==> src/rtl/dma_reg_sequencer.sv <==
// Hardware register-bus initiator for the iDMA 64-bit register frontend:
// programs one job, launches it via NEXT_ID, polls DONE, returns a completion record.
module dma_reg_sequencer #(
    parameter int unsigned AddrWidth    = 64,
    parameter int unsigned PollInterval = 16,
    parameter int unsigned PollTimeout  = 0
) (
    input  logic                 clk_i,
    input  logic                 rst_i,
    input  logic                 job_valid_i,
    output logic                 job_ready_o,
    input  logic [AddrWidth-1:0] job_src_i,
    input  logic [AddrWidth-1:0] job_dst_i,
    input  logic [AddrWidth-1:0] job_len_i,
    input  logic [2:0]           job_conf_i,
    output logic                 done_valid_o,
    input  logic                 done_ready_i,
    output logic [63:0]          done_id_o,
    output logic                 done_err_o,
    output logic                 done_timeout_o,
    output logic                 reg_valid_o,
    output logic                 reg_write_o,
    output logic [5:0]           reg_addr_o,
    output logic [63:0]          reg_wdata_o,
    output logic [7:0]           reg_wstrb_o,
    input  logic                 reg_ready_i,
    input  logic [63:0]          reg_rdata_i,
    input  logic                 reg_error_i,
    output logic                 busy_o
);

    localparam int unsigned WaitW = (PollInterval > 1) ? $clog2(PollInterval) : 1;

    typedef enum logic [3:0] {
        S_IDLE, S_WR_SRC, S_WR_DST, S_WR_LEN, S_WR_CONF,
        S_RD_ID, S_WAIT, S_RD_DONE, S_RESP
    } state_e;

    state_e                 r_state, w_next;
    logic [AddrWidth-1:0]   r_src, r_dst, r_len;
    logic [2:0]             r_conf;
    logic [63:0]            r_id;
    logic                   r_err, r_to, r_job_ready;
    logic [31:0]            r_poll_cnt;
    logic [WaitW-1:0]       r_wait_cnt;

    logic                   w_acc, w_set_err, w_set_to, w_cap_id, w_poll_upd;
    logic [63:0]            w_diff;
    logic [31:0]            w_poll_inc;

    assign w_acc      = reg_valid_o && reg_ready_i;
    assign w_diff     = reg_rdata_i - r_id;
    assign w_poll_inc = (r_poll_cnt == '1) ? r_poll_cnt : r_poll_cnt + 32'd1;

    always_ff @(posedge clk_i or posedge rst_i) begin
        if (rst_i) r_state <= S_IDLE;
        else       r_state <= w_next;
    end

    always_comb begin
        w_next     = r_state;
        w_set_err  = 1'b0;
        w_set_to   = 1'b0;
        w_cap_id   = 1'b0;
        w_poll_upd = 1'b0;
        unique case (r_state)
            S_IDLE:    if (job_ready_o && job_valid_i) w_next = S_WR_SRC;
            S_WR_SRC:  if (w_acc) begin
                           w_set_err = reg_error_i;
                           w_next    = reg_error_i ? S_RESP : S_WR_DST;
                       end
            S_WR_DST:  if (w_acc) begin
                           w_set_err = reg_error_i;
                           w_next    = reg_error_i ? S_RESP : S_WR_LEN;
                       end
            S_WR_LEN:  if (w_acc) begin
                           w_set_err = reg_error_i;
                           w_next    = reg_error_i ? S_RESP : S_WR_CONF;
                       end
            S_WR_CONF: if (w_acc) begin
                           w_set_err = reg_error_i;
                           w_next    = reg_error_i ? S_RESP : S_RD_ID;
                       end
            S_RD_ID:   if (w_acc) begin
                           w_cap_id = !reg_error_i;
                           if (reg_error_i || reg_rdata_i == '0) begin
                               w_set_err = 1'b1;
                               w_next    = S_RESP;
                           end else if (PollInterval == 0) begin
                               w_next = S_RD_DONE;
                           end else begin
                               w_next = S_WAIT;
                           end
                       end
            S_WAIT:    if (r_wait_cnt == WaitW'(PollInterval - 1)) w_next = S_RD_DONE;
            S_RD_DONE: if (w_acc) begin
                           // Wrap-safe completion: DONE has reached or passed our ID
                           if (reg_error_i) begin
                               w_set_err = 1'b1;
                               w_next    = S_RESP;
                           end else if (!w_diff[63]) begin
                               w_next = S_RESP;
                           end else begin
                               w_poll_upd = 1'b1;
                               if (PollTimeout != 0 && w_poll_inc >= 32'(PollTimeout)) begin
                                   w_set_to = 1'b1;
                                   w_next   = S_RESP;
                               end else if (PollInterval == 0) begin
                                   w_next = S_RD_DONE;
                               end else begin
                                   w_next = S_WAIT;
                               end
                           end
                       end
            S_RESP:    if (done_ready_i) w_next = S_IDLE;
            default:   w_next = S_IDLE;
        endcase
    end

    always_ff @(posedge clk_i or posedge rst_i) begin
        if (rst_i) begin
            r_src       <= '0;
            r_dst       <= '0;
            r_len       <= '0;
            r_conf      <= '0;
            r_id        <= '0;
            r_err       <= 1'b0;
            r_to        <= 1'b0;
            r_poll_cnt  <= '0;
            r_wait_cnt  <= '0;
            r_job_ready <= 1'b0;
        end else begin
            r_job_ready <= (w_next == S_IDLE);
            if (r_state == S_IDLE && w_next == S_WR_SRC) begin
                r_src      <= job_src_i;
                r_dst      <= job_dst_i;
                r_len      <= job_len_i;
                r_conf     <= job_conf_i;
                r_id       <= '0;
                r_err      <= 1'b0;
                r_to       <= 1'b0;
                r_poll_cnt <= '0;
                r_wait_cnt <= '0;
            end
            if (w_cap_id)   r_id       <= reg_rdata_i;
            if (w_set_err)  r_err      <= 1'b1;
            if (w_set_to)   r_to       <= 1'b1;
            if (w_poll_upd) r_poll_cnt <= w_poll_inc;
            if (r_state == S_WAIT)
                r_wait_cnt <= (w_next == S_RD_DONE) ? '0 : r_wait_cnt + 1'b1;
        end
    end

    always_comb begin
        reg_valid_o = 1'b0;
        reg_write_o = 1'b0;
        reg_addr_o  = '0;
        reg_wdata_o = '0;
        reg_wstrb_o = '0;
        unique case (r_state)
            S_WR_SRC:  begin
                           reg_valid_o = 1'b1; reg_write_o = 1'b1; reg_wstrb_o = '1;
                           reg_addr_o  = 6'h00; reg_wdata_o = 64'(r_src);
                       end
            S_WR_DST:  begin
                           reg_valid_o = 1'b1; reg_write_o = 1'b1; reg_wstrb_o = '1;
                           reg_addr_o  = 6'h08; reg_wdata_o = 64'(r_dst);
                       end
            S_WR_LEN:  begin
                           reg_valid_o = 1'b1; reg_write_o = 1'b1; reg_wstrb_o = '1;
                           reg_addr_o  = 6'h10; reg_wdata_o = 64'(r_len);
                       end
            S_WR_CONF: begin
                           reg_valid_o = 1'b1; reg_write_o = 1'b1; reg_wstrb_o = '1;
                           reg_addr_o  = 6'h18; reg_wdata_o = {61'b0, r_conf};
                       end
            S_RD_ID:   begin reg_valid_o = 1'b1; reg_addr_o = 6'h28; end
            S_RD_DONE: begin reg_valid_o = 1'b1; reg_addr_o = 6'h30; end
            default:   ;
        endcase
    end

    assign job_ready_o    = r_job_ready;
    assign done_valid_o   = (r_state == S_RESP);
    assign done_id_o      = r_id;
    assign done_err_o     = r_err;
    assign done_timeout_o = r_to;
    assign busy_o         = (r_state != S_IDLE);

endmodule

==> config.mk <==
export PLATFORM = sky130hd
export DESIGN_NAME = dma_reg_sequencer
export DESIGN_NICKNAME = d
export VERILOG_FILES = /design/src/rtl/dma_reg_sequencer.sv
export SDC_FILE = /design/constraint.sdc
export NUM_CORES = 1
export LEC_CHECK = 0
export BUFFER_PORTS_ARGS = -buffer_cell sky130_fd_sc_hd__buf_2
export CORE_MARGIN = 4
export CORE_UTILIZATION = 52
export DETAILED_ROUTE_END_ITERATION = 16
export GPL_TIMING_DRIVEN = 0
export PLACE_DENSITY = 0.81
export SYNTH_ARGS = -nofsm -noshare
export SYNTH_HDL_FRONTEND = slang
export SYNTH_SLANG_ARGS = --single-unit
==> constraint.sdc <==
create_clock -name clk_i -period 22.8 [get_ports clk_i]
set_clock_uncertainty 0.1 [all_clocks]
set_input_delay 2.28 -clock clk_i [delete_from_list [all_inputs] [get_ports clk_i]]
set_output_delay 2.28 -clock clk_i [all_outputs]
set_load 0.02 [all_outputs]
# [Yosys cells after proc, flatten, opt, wreduce, memory -nomap -nowiden]
# Index checks and enable logic that the tools add are counted.
[word_totals] reg_bits=269 input_bits=265
[op_classes] n_mux=37 n_addsub=2 eq_ne=11 reduce_logical=14
[ops] cell="64-bit case mux with 4 select lines" n=1
[ops] cell="64-bit 2-to-1 mux" n=2
[ops] cell="4-bit 2-to-1 mux" n=19
[ops] cell="64-bit zero test" n=1
[ops] cell="64-bit subtractor" n=1
[ops] cell="4-bit case mux with 9 select lines" n=1
[ops] cell="6-bit case mux with 5 select lines" n=1
[ops] cell="4-bit by 3-bit == test with 1-bit output (second input constant)" n=5
[ops] cell="1-bit 2-to-1 mux" n=11
[ops] cell="4-bit by 1-bit == test with 1-bit output (second input constant)" n=2
[ops] cell="4-bit by 2-bit == test with 1-bit output (second input constant)" n=2
[ops] cell="4-bit == test (second input constant)" n=2
[ops] cell="4-bit zero test" n=2
[ops] cell="8-bit 2-to-1 mux" n=1
[ops] cell="2-bit nonzero test" n=3
[ops] cell="6-bit OR reduction" n=1
[ops] cell="4-bit by 1-bit adder with 4-bit output (second input constant)" n=1
[ops] cell="4-bit nonzero test" n=1
[ops] cell="4-bit OR reduction" n=1
[ops] cell="1-bit logical AND" n=3
[ops] cell="1-bit case mux with 3 select lines" n=1
[ops] cell="1-bit zero test" n=1
[ops] cell="1-bit logical OR" n=1

# [Depth between registers and ports, before layout]
[depth] ltp_word=10 mapped_depth=10

# [Least setup slack after synthesis]
# No wires, ideal clock.
[synth_path] path_type="input to register" from="input reg_rdata_i[58]" to="register r_job_ready (netlist: job_ready_o)" slack_ns=18.518 arrival_ns=4.056 stages=9 required_time_ns=22.575 n_path_buf=0 path_cell_list="ha_1 > nand4_2 > nor4_4 > nand4_2 > nor4b_2 > a211oi_1 > a21o_1 > a41oi_2 > nor3b_2"
[synth_between] elab_chain_cells=6 elab_cells_between_ends=10
[synth_rtl] element="start: declaration" line_no="27" source="input logic [63:0] reg_rdata_i,"
[synth_rtl] element="64-bit subtractor / 64-bit zero test (equally long branches)" line_no="52, 86"
[synth_rtl] element="4-bit 2-to-1 mux / 1-bit logical OR (equally long branches)" line_no="101, 86"
[synth_rtl] element="4-bit 2-to-1 mux, on equally long branches" line_no="98, 86"
[synth_rtl] element="4-bit 2-to-1 mux, on equally long branches" line_no="96, 84"
[synth_rtl] element="4-bit case mux with 9 select lines *" line_no="66" source="unique case (r_state)"
[synth_rtl] element="via w_next[3]" line_no="39" source="state_e r_state, w_next;"
[synth_rtl] element="4-bit zero test *" line_no="133" source="r_job_ready <= (w_next == S_IDLE);"
[synth_rtl] element="end signal: assignment" line_no="133"
[synth_rtl] element="end: declaration" line_no="43" source="logic r_err, r_to, r_job_ready;"
# Mark *: on every way through the listed nets, which the timed path passes. The rest lies on a longest branch.
# A chain may end at the register's enable or synchronous reset.

# [Worst setup path after layout]
[layout_path] from="register r_state[0]" to="output reg_wdata_o[29]"
[layout_between] elab_chain_cells=2 elab_cells_between_ends=5
[layout_rtl] element="start: declaration" line_no="39"
[layout_rtl] element="start signal: assignment" line_no="57" source="else r_state <= w_next;"
[layout_rtl] element="4-bit by 3-bit == test with 1-bit output (tied with other cells)" line_no="160" source="unique case (r_state)"
[layout_rtl] element="64-bit case mux with 4 select lines *" line_no="160"
[layout_rtl] element="end: declaration" line_no="24" source="output logic [63:0] reg_wdata_o,"
# Every way passes the cells marked *; elsewhere a longest branch is shown, timed or not.

==> metrics.yaml <==
cp-endpoint: "reg_wdata_o[29]"
yosysWarnings: 0
arrival_ns: 3.11
ios: 414
numCtsBuffers: 29
syn_to_final_growth_pct: 25.5
timing.fmax_mhz: 182
ys_seq_area_share_pct: 48.7
netlist_area_mm2: 0.0138
fp.dieW_um: 171
dieArea_mm2: 0.0293
layout_commonest_cell: "nand2_1"
clockRootBuffer: "clkbuf_16"
clock-sinks: 269
p_leak_uw: 0.00925
antenna_found_initial: 17
top_layer: "met5"
viasPerCell: 5.66
power_density_mw_per_mm2: 128
r2r_setup_slack_ns: 19.53
grt_remaining_overflow: 0
coreArea_mm2: 0.0261
tns_ns: 0
ys_async_sr_fraction_pct: 100
row_count: 59
fillerInstances: 2210
wl_met2_mm: 22.8
clockBufferDepth: 3
drt_iter0_drc: 1176
mostFrequentLayoutCells: "nand2_1, buf_2, dfrtp_1"
min_path_type: "flip-flop to flip-flop"
tightestPinTransition_ns: 0.864
p_total_uw: 2230
worstPathRequired_ns: 20.42
cts_resized: 0
detail_route.wirelength_mm: 48.4
grt_usage_pct: 31.7
cts_setup_buffers: 0
route.detailed.drc: 0
wl_per_cell_um: 19.9
die_h_um: 171
wl_met1_mm: 18.7
grt_pass1_wl_mm: 72.7
cp-startpoint: "r_state[0]"
ant_nets: 0
drv_cap: 0
reg2reg_to: "r_src[5]"
end_kind: "output pin"
vias: 13774
max-vdd-ir-drop_mv: 0.0923
setup_viol: 0
fin_cells: 2432
layout_min_cycle_time_ns: 5.49
synth_ff_type: "dfrtp_1"
relSlewSlack_pct: 42.4
post-route-period-util_pct: 24.1
avgSynthCellArea_um2: 8.52
syn_inst: 1622
drive_above_1_share_pct: 26.2
clock_latency_ns: 0.56
grt_pass1_vias: 13478
start_kind: "flip-flop"
cts_tree: "built"
place_hpwl_mm: 36.6
worst-path-max-fanout: 10
io_buffers: 407
layout.nets: 2393
ys_types: 53
path_clk_slew_ns: 0.06
ys_seq_elements: 269
hold_violations: 0
cts_max_level: 1
wl_met3_mm: 4.45
reg2regPathDepth: 8
synth_edf_count: 0
gp_congestion: 0.941
slew_viol_final: 0
place_inst: 2369
criticalPathCategory: "flip-flop to output pin"
r2r-start: "r_state[3]"
start_util_pct: 52.9
rsz0062_at_grt: "no"
drt_pass1_iterations: 6
ctsHoldBuffers: 0
status: "completed"
grt_max_degree: 115
layout make-up:
| cell class | count | area [µm²] | share of cell area (%) |
|---|---|---|---|
| sequential | 269 | 6730 | 38.8 |
| multi-input combinational | 1175 | 6370 | 36.7 |
| timing repair buffer | 409 | 2090 | 12.1 |
| clock buffer | 43 | 868 | 5.01 |
| buffer | 111 | 469 | 2.70 |
| tap | 335 | 419 | 2.42 |
| inverter | 70 | 270 | 1.56 |
| clock inverter | 10 | 98.8 | 0.570 |
| antenna | 10 | 25.0 | 0.144 |
state kept, by name (all words and copies together), names as in the netlist:
signal	count
job_ready_o	1
r_src	64
r_dst	64
r_conf	3
r_wait_cnt	4
r_state	4
done_err_o	1
done_id_o	64
r_len	64
layer usage:
layer | up-vias | track usage, %
met1 | 6587 | 41.0
li1 | 6255 | -
met2 | 759 | 51.8
met4 | 14 | 14.1
met3 | 159 | 6.28
met5 | - | 0
critical path: stages (launching register included):
cell,delay (ns)
dfrtp_1,0.48
buf_2,0.27
buf_1,0.56
buf_2,0.43
mux2_2,0.39
a22oi_1,0.14
nor2_1,0.09
buf_2,0.19
kinds of logic after synthesis:
group | after synthesis | synth area share (%)
fa+ha+maj | 63 | 5.70
xor+xnor | 3 | 0.190
mux | 64 | 5.19
simple gates | 834 | 24.3
other cells | 1 | 0.0271
flops | 269 | 48.7
compound gates | 207 | 10.6
buf+inv | 181 | 5.29
power by group:
part           internal [µW]  switching [µW]
clock                    276             202
sequential               656             104
combinational            338             652
cell usage after synthesis, types with 3 or more instances:
cell type / instances / area (µm²)
a22oi_1: 64 / 480
a21o_1: 5 / 37.5
inv_1: 70 / 263
buf_2: 6 / 30.0
a21oi_1: 32 / 160
clkbuf_1: 85 / 319
nand2_1: 685 / 2570
ha_1: 63 / 788
dfrtp_1: 269 / 6730
nor2_1: 77 / 289
nand4_2: 3 / 37.5
o21ai_0: 17 / 85.1
buf_4: 12 / 90.1
mux2_2: 61 / 687
nand2b_1: 5 / 31.3
o32ai_1: 4 / 35.0
nor2b_1: 6 / 37.5
o31ai_1: 62 / 465
a211oi_1: 3 / 22.5
nor4_1: 18 / 113
mux2i_1: 3 / 30.0
nand4_1: 14 / 87.6
nor3_1: 6 / 30.0
buf_1: 8 / 30.0
nand3_1: 7 / 35.0
a31oi_1: 4 / 25.0
worst min path at each step:
stage                         start        end  depth (start not counted)  slack, ns
after floorplan           r_len[10]  r_len[10]                          2       0.34
after global placement    r_len[13]  r_len[13]                          2       0.35
after detailed placement   r_len[6]   r_len[6]                          2       0.36
after CTS                 r_dst[59]  r_dst[59]                          2       0.37
after global routing      r_dst[59]  r_dst[59]                          2       0.38
final                     r_dst[12]  r_dst[12]                          2       0.37
metrics by stage:
step / hold slack, ns / area, µm² / setup WS, ns / utilization [%]
3_3_place_gp: 0.352 / 16300 / 10.0 / 62.3
2_1_floorplan: 0.340 / 13800 / 13.01 / -
4_1_cts: 0.374 / 17300 / 17.33 / 66.3
3_5_place_dp: 0.358 / 16400 / 17.93 / 62.6
5_1_grt: 0.380 / 17300 / 17.16 / 66.4
6_report: 0.370 / 17300 / 17.31 / 66.4
No activity file was read; power rests on OpenSTA's default activity.
